### src/rtl/cpu_sequencer.sv
`default_nettype none
// +----------------------------------------------------------------------------+
// | Module      : cpu_sequencer                                                |
// | Description : Multi-cycle instruction sequencer. Runs the IFU fetch        |
// |               handshake, hands the instruction to the IDU, and sequences   |
// |               register read, ALU execute, data-memory access, writeback    |
// |               and PC commit. Illegal instruction classes trap.             |
// |               Optional macro CTRL_TIMEOUT_EN adds a watchdog on the fetch  |
// |               and memory handshakes.                                       |
// | Revision    : 1.0 - initial release                                        |
// +----------------------------------------------------------------------------+
module cpu_sequencer #(
   parameter int                ADDR_W    = 32,
   parameter logic [ADDR_W-1:0] RESET_PC  = '0,
   parameter int                TIMEOUT_W = 8
) (
   input  logic              clk,
   input  logic              reset,
   input  logic              run,
   output logic              fetch_en,
   output logic [ADDR_W-1:0] fetch_address,
   input  logic              fetch_done,
   input  logic [31:0]       fetch_instr,
   output logic [31:0]       dec_instr,
   input  logic [2:0]        instr_type,
   input  logic [4:0]        rd,
   input  logic [4:0]        rs1,
   input  logic [4:0]        rs2,
   input  logic [31:0]       imm,
   output logic [4:0]        rf_rs1,
   output logic [4:0]        rf_rs2,
   output logic              rf_we,
   output logic [1:0]        rf_wd_sel,
   output logic [4:0]        rf_wd_addr,
   output logic              alu_start,
   input  logic              alu_done,
   input  logic              alu_taken,
   output logic              mem_req,
   output logic              mem_we,
   input  logic              mem_done,
   output logic [ADDR_W-1:0] pc,
   output logic              busy,
   output logic              trap,
   output logic [1:0]        trap_cause
);

   // Instruction classes reported by the IDU
   localparam logic [2:0] c_T_RALU   = 3'd0;
   localparam logic [2:0] c_T_IALU   = 3'd1;
   localparam logic [2:0] c_T_LOAD   = 3'd2;
   localparam logic [2:0] c_T_STORE  = 3'd3;
   localparam logic [2:0] c_T_BRANCH = 3'd4;
   localparam logic [2:0] c_T_JAL    = 3'd5;

   localparam logic [1:0] c_CAUSE_ILLEGAL = 2'd1;
   localparam logic [1:0] c_CAUSE_FETCH   = 2'd2;
   localparam logic [1:0] c_CAUSE_MEM     = 2'd3;

   typedef enum logic [3:0] {
      ST_IDLE      = 4'd0,
      ST_FETCH     = 4'd1,
      ST_DECODE    = 4'd2,
      ST_REG_READ  = 4'd3,
      ST_EXECUTE   = 4'd4,
      ST_MEM       = 4'd5,
      ST_WRITEBACK = 4'd6,
      ST_COMMIT    = 4'd7,
      ST_TRAP      = 4'd8
   } state_t;

   state_t            r_state;
   state_t            w_state_nxt;
   logic [ADDR_W-1:0] r_pc;
   logic [31:0]       r_dec_instr;
   logic [4:0]        r_rs1;
   logic [4:0]        r_rs2;
   logic [4:0]        r_rd;
   logic [31:0]       r_imm;
   logic [2:0]        r_type;
   logic              r_taken;
   logic              r_alu_issued;
   logic              r_trap;
   logic [1:0]        r_cause;
   logic              w_set_trap;
   logic [1:0]        w_cause_nxt;
   logic [ADDR_W-1:0] w_imm_ext;
   logic              w_redirect;

`ifdef CTRL_TIMEOUT_EN
   // Trap when the next waiting cycle would bring the counter to all-ones,
   // i.e. after (2^TIMEOUT_W - 1) cycles spent waiting for done.
   localparam logic [TIMEOUT_W-1:0] c_WAIT_LAST = {{(TIMEOUT_W-1){1'b1}}, 1'b0};
   logic [TIMEOUT_W-1:0] r_wait_cnt;

   // Watchdog: counts consecutive waiting cycles in FETCH or MEM, clears otherwise
   always_ff @(posedge clk) begin
      if (reset) begin
         r_wait_cnt <= '0;
      end else if ((r_state == ST_FETCH && !fetch_done) ||
                   (r_state == ST_MEM   && !mem_done)) begin
         r_wait_cnt <= r_wait_cnt + 1'b1;
      end else begin
         r_wait_cnt <= '0;
      end
   end
`else
   logic [TIMEOUT_W-1:0] w_unused_timeout;
   assign w_unused_timeout = '0;
`endif

   // Immediate resized to the PC width (sign-extended when the PC is wider)
   generate
      if (ADDR_W <= 32) begin : g_imm_narrow
         assign w_imm_ext = r_imm[ADDR_W-1:0];
      end else begin : g_imm_wide
         assign w_imm_ext = {{(ADDR_W-32){r_imm[31]}}, r_imm};
      end
   endgenerate

   assign w_redirect = (r_type == c_T_JAL) || (r_type == c_T_BRANCH && r_taken);

   // State register plus instruction/operand latches, PC and sticky trap
   always_ff @(posedge clk) begin
      if (reset) begin
         r_state      <= ST_IDLE;
         r_pc         <= RESET_PC;
         r_dec_instr  <= '0;
         r_rs1        <= '0;
         r_rs2        <= '0;
         r_rd         <= '0;
         r_imm        <= '0;
         r_type       <= '0;
         r_taken      <= 1'b0;
         r_alu_issued <= 1'b0;
         r_trap       <= 1'b0;
         r_cause      <= '0;
      end else begin
         r_state      <= w_state_nxt;
         r_alu_issued <= (r_state == ST_EXECUTE);
         if (r_state == ST_FETCH && fetch_done) begin
            r_dec_instr <= fetch_instr;
         end
         if (r_state == ST_DECODE) begin
            r_rs1  <= rs1;
            r_rs2  <= rs2;
            r_rd   <= rd;
            r_imm  <= imm;
            r_type <= instr_type;
         end
         if (r_state == ST_EXECUTE && alu_done) begin
            r_taken <= alu_taken;
         end
         if (r_state == ST_COMMIT) begin
            r_pc <= w_redirect ? (r_pc + w_imm_ext) : (r_pc + ADDR_W'(4));
         end
         if (w_set_trap) begin
            r_trap  <= 1'b1;
            r_cause <= w_cause_nxt;
         end
      end
   end

   // Next-state decode and per-state handshake/strobe outputs
   always_comb begin
      w_state_nxt = r_state;
      w_set_trap  = 1'b0;
      w_cause_nxt = '0;
      fetch_en    = 1'b0;
      alu_start   = 1'b0;
      mem_req     = 1'b0;
      mem_we      = 1'b0;
      rf_we       = 1'b0;
      case (r_state)
         ST_IDLE: begin
            if (run) w_state_nxt = ST_FETCH;
         end
         ST_FETCH: begin
            fetch_en = 1'b1;
            if (fetch_done) begin
               w_state_nxt = ST_DECODE;
`ifdef CTRL_TIMEOUT_EN
            end else if (r_wait_cnt == c_WAIT_LAST) begin
               w_state_nxt = ST_TRAP;
               w_set_trap  = 1'b1;
               w_cause_nxt = c_CAUSE_FETCH;
`endif
            end
         end
         ST_DECODE: begin
            if (instr_type[2] && instr_type[1]) begin
               w_state_nxt = ST_TRAP;
               w_set_trap  = 1'b1;
               w_cause_nxt = c_CAUSE_ILLEGAL;
            end else if (instr_type == c_T_JAL) begin
               w_state_nxt = ST_WRITEBACK;
            end else begin
               w_state_nxt = ST_REG_READ;
            end
         end
         ST_REG_READ: begin
            w_state_nxt = ST_EXECUTE;
         end
         ST_EXECUTE: begin
            alu_start = !r_alu_issued;
            if (alu_done) begin
               w_state_nxt = (r_type == c_T_LOAD || r_type == c_T_STORE) ? ST_MEM : ST_WRITEBACK;
            end
         end
         ST_MEM: begin
            mem_req = 1'b1;
            mem_we  = (r_type == c_T_STORE);
            if (mem_done) begin
               w_state_nxt = (r_type == c_T_STORE) ? ST_COMMIT : ST_WRITEBACK;
`ifdef CTRL_TIMEOUT_EN
            end else if (r_wait_cnt == c_WAIT_LAST) begin
               w_state_nxt = ST_TRAP;
               w_set_trap  = 1'b1;
               w_cause_nxt = c_CAUSE_MEM;
`endif
            end
         end
         ST_WRITEBACK: begin
            rf_we = (r_rd != 5'd0) &&
                    (r_type == c_T_RALU || r_type == c_T_IALU ||
                     r_type == c_T_LOAD || r_type == c_T_JAL);
            w_state_nxt = ST_COMMIT;
         end
         ST_COMMIT: begin
            w_state_nxt = run ? ST_FETCH : ST_IDLE;
         end
         ST_TRAP: begin
            w_state_nxt = ST_TRAP;
         end
         default: begin
            w_state_nxt = ST_IDLE;
         end
      endcase
   end

   assign fetch_address = r_pc;
   assign pc            = r_pc;
   assign dec_instr     = r_dec_instr;
   assign rf_rs1        = r_rs1;
   assign rf_rs2        = r_rs2;
   assign rf_wd_addr    = r_rd;
   assign rf_wd_sel     = (r_type == c_T_LOAD) ? 2'd1 :
                          (r_type == c_T_JAL)  ? 2'd2 : 2'd0;
   assign busy          = (r_state != ST_IDLE) && (r_state != ST_TRAP);
   assign trap          = r_trap;
   assign trap_cause    = r_cause;

endmodule
`default_nettype wire

### config.mk
export PLATFORM = sky130hd
export DESIGN_NAME = cpu_sequencer
export DESIGN_NICKNAME = d
export VERILOG_FILES = /design/src/rtl/cpu_sequencer.sv
export SDC_FILE = /design/constraint.sdc
export NUM_CORES = 1
export LEC_CHECK = 0
export BUFFER_PORTS_ARGS = -buffer_cell sky130_fd_sc_hd__clkbuf_2
export CAP_MARGIN = 20
export CORE_MARGIN = 2
export CORE_UTILIZATION = 35
export DETAILED_ROUTE_END_ITERATION = 7
export GPL_TIMING_DRIVEN = 0
export PLACE_DENSITY = 0.55
export SETUP_SLACK_MARGIN = 0.2
export SLEW_MARGIN = 0
export SYNTH_ARGS = -nofsm -noshare
export SYNTH_HDL_FRONTEND = slang
export SYNTH_SLANG_ARGS = --single-unit
### constraint.sdc
create_clock -name clk -period 2.95 [get_ports clk]
set_input_delay 0.7375 -clock clk [delete_from_list [all_inputs] [get_ports clk]]
set_output_delay 0.7375 -clock clk [all_outputs]
set_load 0.005 [all_outputs]
### After elaboration in Yosys (flattened, before gate mapping)

Index checks and enable logic that the tools add are counted.

| cells by class | value |
|---|---|
| $add $sub $neg | 2 |
| equal/unequal tests | 19 |
| multiplexer cells | 22 |
| reduce and logical (&&, ||, !) cells | 17 |

Operators with widths:

| operator | number |
|---|---|
| 4-bit case mux with 9 select lines | 1 |
| 32-bit by 3-bit adder with 32-bit output (second input constant) | 1 |
| 32-bit adder | 1 |
| 32-bit two-way mux | 1 |
| 4-bit two-way mux | 5 |
| 4-bit by 3-bit equality test with 1-bit output (second input constant) | 4 |
| 1-bit two-way mux | 11 |
| 3-bit equality test (second input constant) | 3 |
| 4-bit by 2-bit equality test with 1-bit output (second input constant) | 2 |
| 2-bit inequality test (second input constant) | 4 |
| 3-bit by 2-bit equality test with 1-bit output (second input constant) | 2 |
| 1-bit logical AND | 6 |
| 2-bit two-way mux | 3 |
| 1-bit logical OR | 5 |
| 5-bit nonzero test | 1 |
| 4-bit by 1-bit equality test with 1-bit output (second input constant) | 1 |
| 4-bit equality test (second input constant) | 1 |
| 4-bit zero test | 1 |
| 4-bit inequality test (second input constant) | 1 |
| 4-bit AND reduction | 1 |
| 4-bit nonzero test | 1 |
| 3-bit by 1-bit equality test with 1-bit output (second input constant) | 1 |
| 3-bit zero test | 1 |
| 3-bit two-way mux | 1 |
| 1-bit zero test | 1 |

| word-level totals | value |
|---|---|
| register bits after elaboration | 123 |
| input port bits | 89 |
| output and inout bits | 122 |
| logic and storage cells | 72 |

### Depth between registers and ports, before layout

| logic depth | value |
|---|---|
| depth in word-level cells | 6 |
| gate-level depth with buffers | 11 |
| gate-level depth less buffers | 11 |

### Least setup slack after synthesis

No wires, ideal clock.

| timing | value |
|---|---|
| path kind | reg2reg |
| start point | register r_pc[0] (netlist: fetch_address[0]) |
| end point | register r_pc[22] (netlist: fetch_address[22]) |
| setup time | 0.092 ns |
| arrival time | 2.580 ns |
| data required time | 2.858 ns |
| path slack | 0.278 ns |
| cell stages (with the launch flop) | 12 |
| buffers on the path | 0 |
| period minus slack after synthesis | 2.672 ns |
| path through | dfxtp_1 > ha_1 > fa_1 > a21oi_1 > nand4b_1 > a21boi_2 > o41ai_4 > o311ai_4 > a31oi_2 > xnor2_1 > nor2_1 > nor4_1 |

| on the way | value |
|---|---|
| word-level cells in the longest chain between the ends | 2 |
| elaborated cells between the ends (all ways) | 3 |

Ends and longest elaborated chain:

| element | line | text |
|---|---|---|
| start, declared | 73 | `logic [ADDR_W-1:0] r_pc;` |
| start signal, assigned | 154 | `r_pc <= w_redirect ? (r_pc + w_imm_ext) : (r_pc + ADDR_W'(4));` |
| 32-bit by 3-bit adder with 32-bit output / 32-bit adder (equally long branches) | 154 |  |
| 32-bit two-way mux (*) | 154 |  |

Every way passes the cells marked *; elsewhere a longest branch is shown, timed or not.
A chain may end at the register's enable or synchronous reset.

### Worst setup path in the final report

| timing | value |
|---|---|
| start point | register r_pc[0] (netlist: fetch_address[0]) |
| end point | register r_pc[20] (netlist: fetch_address[20]) |

The elaborated chain is that of the path after synthesis.

==> impl_metrics.env <==
export IMPL_post_dp_cell_area_sq_um=8340
export IMPL_slew_headroom=0.417
export IMPL_hp_class="reg -> reg"
export IMPL_clk_path_buf_depth=2
export IMPL_power_density_cell_area_nw_per_um2=553
export IMPL_async_reset_ff_frac=0
export IMPL_yosys_area_top_type_share=0.351
export IMPL_cts_root_buf="clkbuf_16"
export IMPL_drc=0
export IMPL_cp_data_required_time_ps=3250
export IMPL_maxCapViolCount=0
export IMPL_worstPathBufferInverterCount=2
export IMPL_grt_usage=0.215
export IMPL_core_sq_um=19500
export IMPL_grt_pass1_vias=7047
export IMPL_status="finished clean"
export IMPL_final_hold_viol_count=0
export IMPL_synth_seq_cells=122
export IMPL_n_antenna_cell=0
export IMPL_ys_flop_type="dfxtp_1"
export IMPL_final_cells=1463
export IMPL_synth_warnings=0
export IMPL_clkTransAtPathRegs_ps=70
export IMPL_grt_remaining_overflow=0
export IMPL_antenna_left=0
export IMPL_dp_hpwl_mm=17.1
export IMPL_cts_made_buffers=17
export IMPL_final_area_sq_um=9280
export IMPL_crit_path_max_incr_delay_ps=400
export IMPL_drt_total_wl_mm=23.0
export IMPL_synth_edff_count=0
export IMPL_die_x_um=145
export IMPL_synth_net_count=1062
export IMPL_worstPathArrival_ps=3020
export IMPL_htree_levels=4
export IMPL_min_period_ps=2710
export IMPL_placedCellCount=1413
export IMPL_finalClockSkew_ps=10.2
export IMPL_path_class="reg -> reg"
export IMPL_cts_hold_buffers=0
export IMPL_gp_congestion=0.849
export IMPL_finalSetupTns_ps=0
export IMPL_io_pins=211
export IMPL_final_util=0.477
export IMPL_final_period_utilization=0.919
export IMPL_slew_viol_final=0
export IMPL_cp_common_cell="buf_4"
export IMPL_synth_area_leaders="dfxtp_1, nand2_1, a21oi_1"
export IMPL_crit_path_top_delay_cell="o311ai_4"
export IMPL_max_freq_mhz=369
export IMPL_drive_above_1_share=0.293
export IMPL_num_vias=7481
export IMPL_rsz0062_at_grt="true"
export IMPL_die_area_sq_um=21000
export IMPL_synth_most_common_cell="nand2_1"
export IMPL_layout_nets=1307
export IMPL_syn_area_sq_um=6960
export IMPL_finalWorstSetupSlack_ps=239
export IMPL_wl_per_cell_um=15.7
export IMPL_antenna_found_initial=0
export IMPL_rows=51
export IMPL_place_ws_ps=-167
export IMPL_grt_pass1_wl_mm=36.7
export IMPL_cp_cell_sequence="ha_4 -> fa_2 -> a21oi_2 -> nand4b_1 -> a21boi_2 -> o41ai_4 -> buf_4 -> o311ai_4 -> buf_4 -> xor2_1 -> nor2_1 -> a2111oi_0"
export IMPL_tightestPinTransition_ps=870
export IMPL_syn_inst=940
export IMPL_clk_latency_ps=430
export IMPL_drtIter0Drc=394
export IMPL_start_util=0.358
export IMPL_p_leak_nw=3.95
export IMPL_yosysTopAreaCell="dfxtp_1"
export IMPL_path_max_fanout=4
export IMPL_grt_max_degree=17
export IMPL_synth_commonest_cells="nand2_1, a21oi_1, dfxtp_1"
export IMPL_syn_mean_instance_area_sq_um=7.41
export IMPL_first_pass_iters=5
export IMPL_vdd_ir_drop_max_uv=462
export IMPL_yosysSeqAreaShare=0.351
export IMPL_avgViaCountPerCell=5.11
export IMPL_worstSetupStartpointType="flop"
export IMPL_areaGrowthSynthToFinish_pct=33.2
export IMPL_cp_top_family="compound AO/OA/AOI/OAI gates"
export IMPL_cts_tree="yes"
export IMPL_clock_sinks=122
export IMPL_setup_viol=0
export IMPL_die_y_um=145
export IMPL_end_kind="flop"
export IMPL_portBuffers=208
export IMPL_synth_cell_type_count=66
## cell type report
type	instances	area (sq um)
well taps	265	332
clock inverters	15	178
plain buffers	85	444
fillers	2047	10200
clock buffers	17	425
multi-input cells	720	4200
inverters	13	48.8
repair buffers	226	1180
flip-flops and latches	122	2470
## registers in the layout (all words and copies together), names as in the netlist
signal         count
dec_instr         32
r_alu_issued       1
rf_wd_addr         5
r_type             3
r_imm             32
trap_cause         1
r_state            4
rf_rs1             5
trap               1
rf_rs2             5
fetch_address     32
r_taken            1
## power breakdown
| group | internal, mW | total (mW) | switching, mW |
|---|---|---|---|
| combinational | 0.405 | 1.05 | 0.649 |
| sequential | 1.81 | 1.91 | 0.0989 |
| clock | 1.28 | 2.16 | 0.886 |
| total | 3.49 | 5.13 | 1.63 |
## worst register-to-register path, cell delays in order (launching register included)
cell,delay (ps)
dfxtp_4,370
ha_4,150
fa_2,220
a21oi_2,60
nand4b_1,210
a21boi_2,270
o41ai_4,80
buf_4,170
o311ai_4,400
buf_4,190
xor2_1,140
nor2_1,50
a2111oi_0,270
## worst paths after layout
path / start / depth (start not counted) / endpoint / slack (ps)
setup reg to reg: fetch_address[0] / 12 / fetch_address[20] / 240
hold / removal: dec_instr[7] / 2 / dec_instr[7] / 450
setup / recovery: fetch_address[0] / 12 / fetch_address[20] / 240
hold reg to reg: dec_instr[7] / 2 / dec_instr[7] / 450
## per-stage QoR
stage / total power [mW] / hold slack [ps]
5_1_grt: 5.43 / 479
3_5_place_dp: 2.99 / 447
4_1_cts: 5.18 / 456
3_3_place_gp: 2.98 / 442
2_1_floorplan: 2.58 / 440
6_report: 5.13 / 452
## metal layers
metal / vias up / GRT usage / wire (um)
li1: 3742 / - / -
met1: 3438 / 0.272 / 10200
met2: 268 / 0.355 / 10600
met3: 33 / 0.0651 / 1950
met4: 0 / 0.0599 / 329
met5: - / 0 / 0
## kinds of logic after synthesis
family | synth area share
AOI/OAI and AO/OA | 0.246
DFF | 0.351
xor gates and xnor gates | 0.0352
other | 0.000539
and+or+nand+nor | 0.232
buffers and inverters | 0.0706
muxes | 0.00449
adders and majority gates | 0.0604
## layout by cell type, fill, tap and decap left out, types with 5 or more instances in the layout
cell,n
clkbuf_16,17
nand4_1,8
xor2_1,10
nor2b_1,6
ha_1,22
and2_1,5
clkbuf_1,49
inv_6,5
nand2b_1,5
a21o_1,17
dfxtp_2,11
a21oi_1,152
ha_4,7
o21bai_1,5
clkbuf_2,209
nand2_1,214
buf_4,50
nor2_1,65
o21ai_0,39
nor4_1,6
nand3_1,22
o211ai_1,5
nor3_1,16
a31oi_1,8
inv_1,12
xnor2_1,18
dfxtp_1,107
## what timing repair did
item / CTS / global route
endpoints found under the hold margin: 0 / 0
pin swaps: 9 / 23
gates resized for setup: 24 / 27
endpoints found under the setup margin: 11 / 15
buffers inserted: 6 / 12
Note: power is estimated with default switching activity, not from simulation.
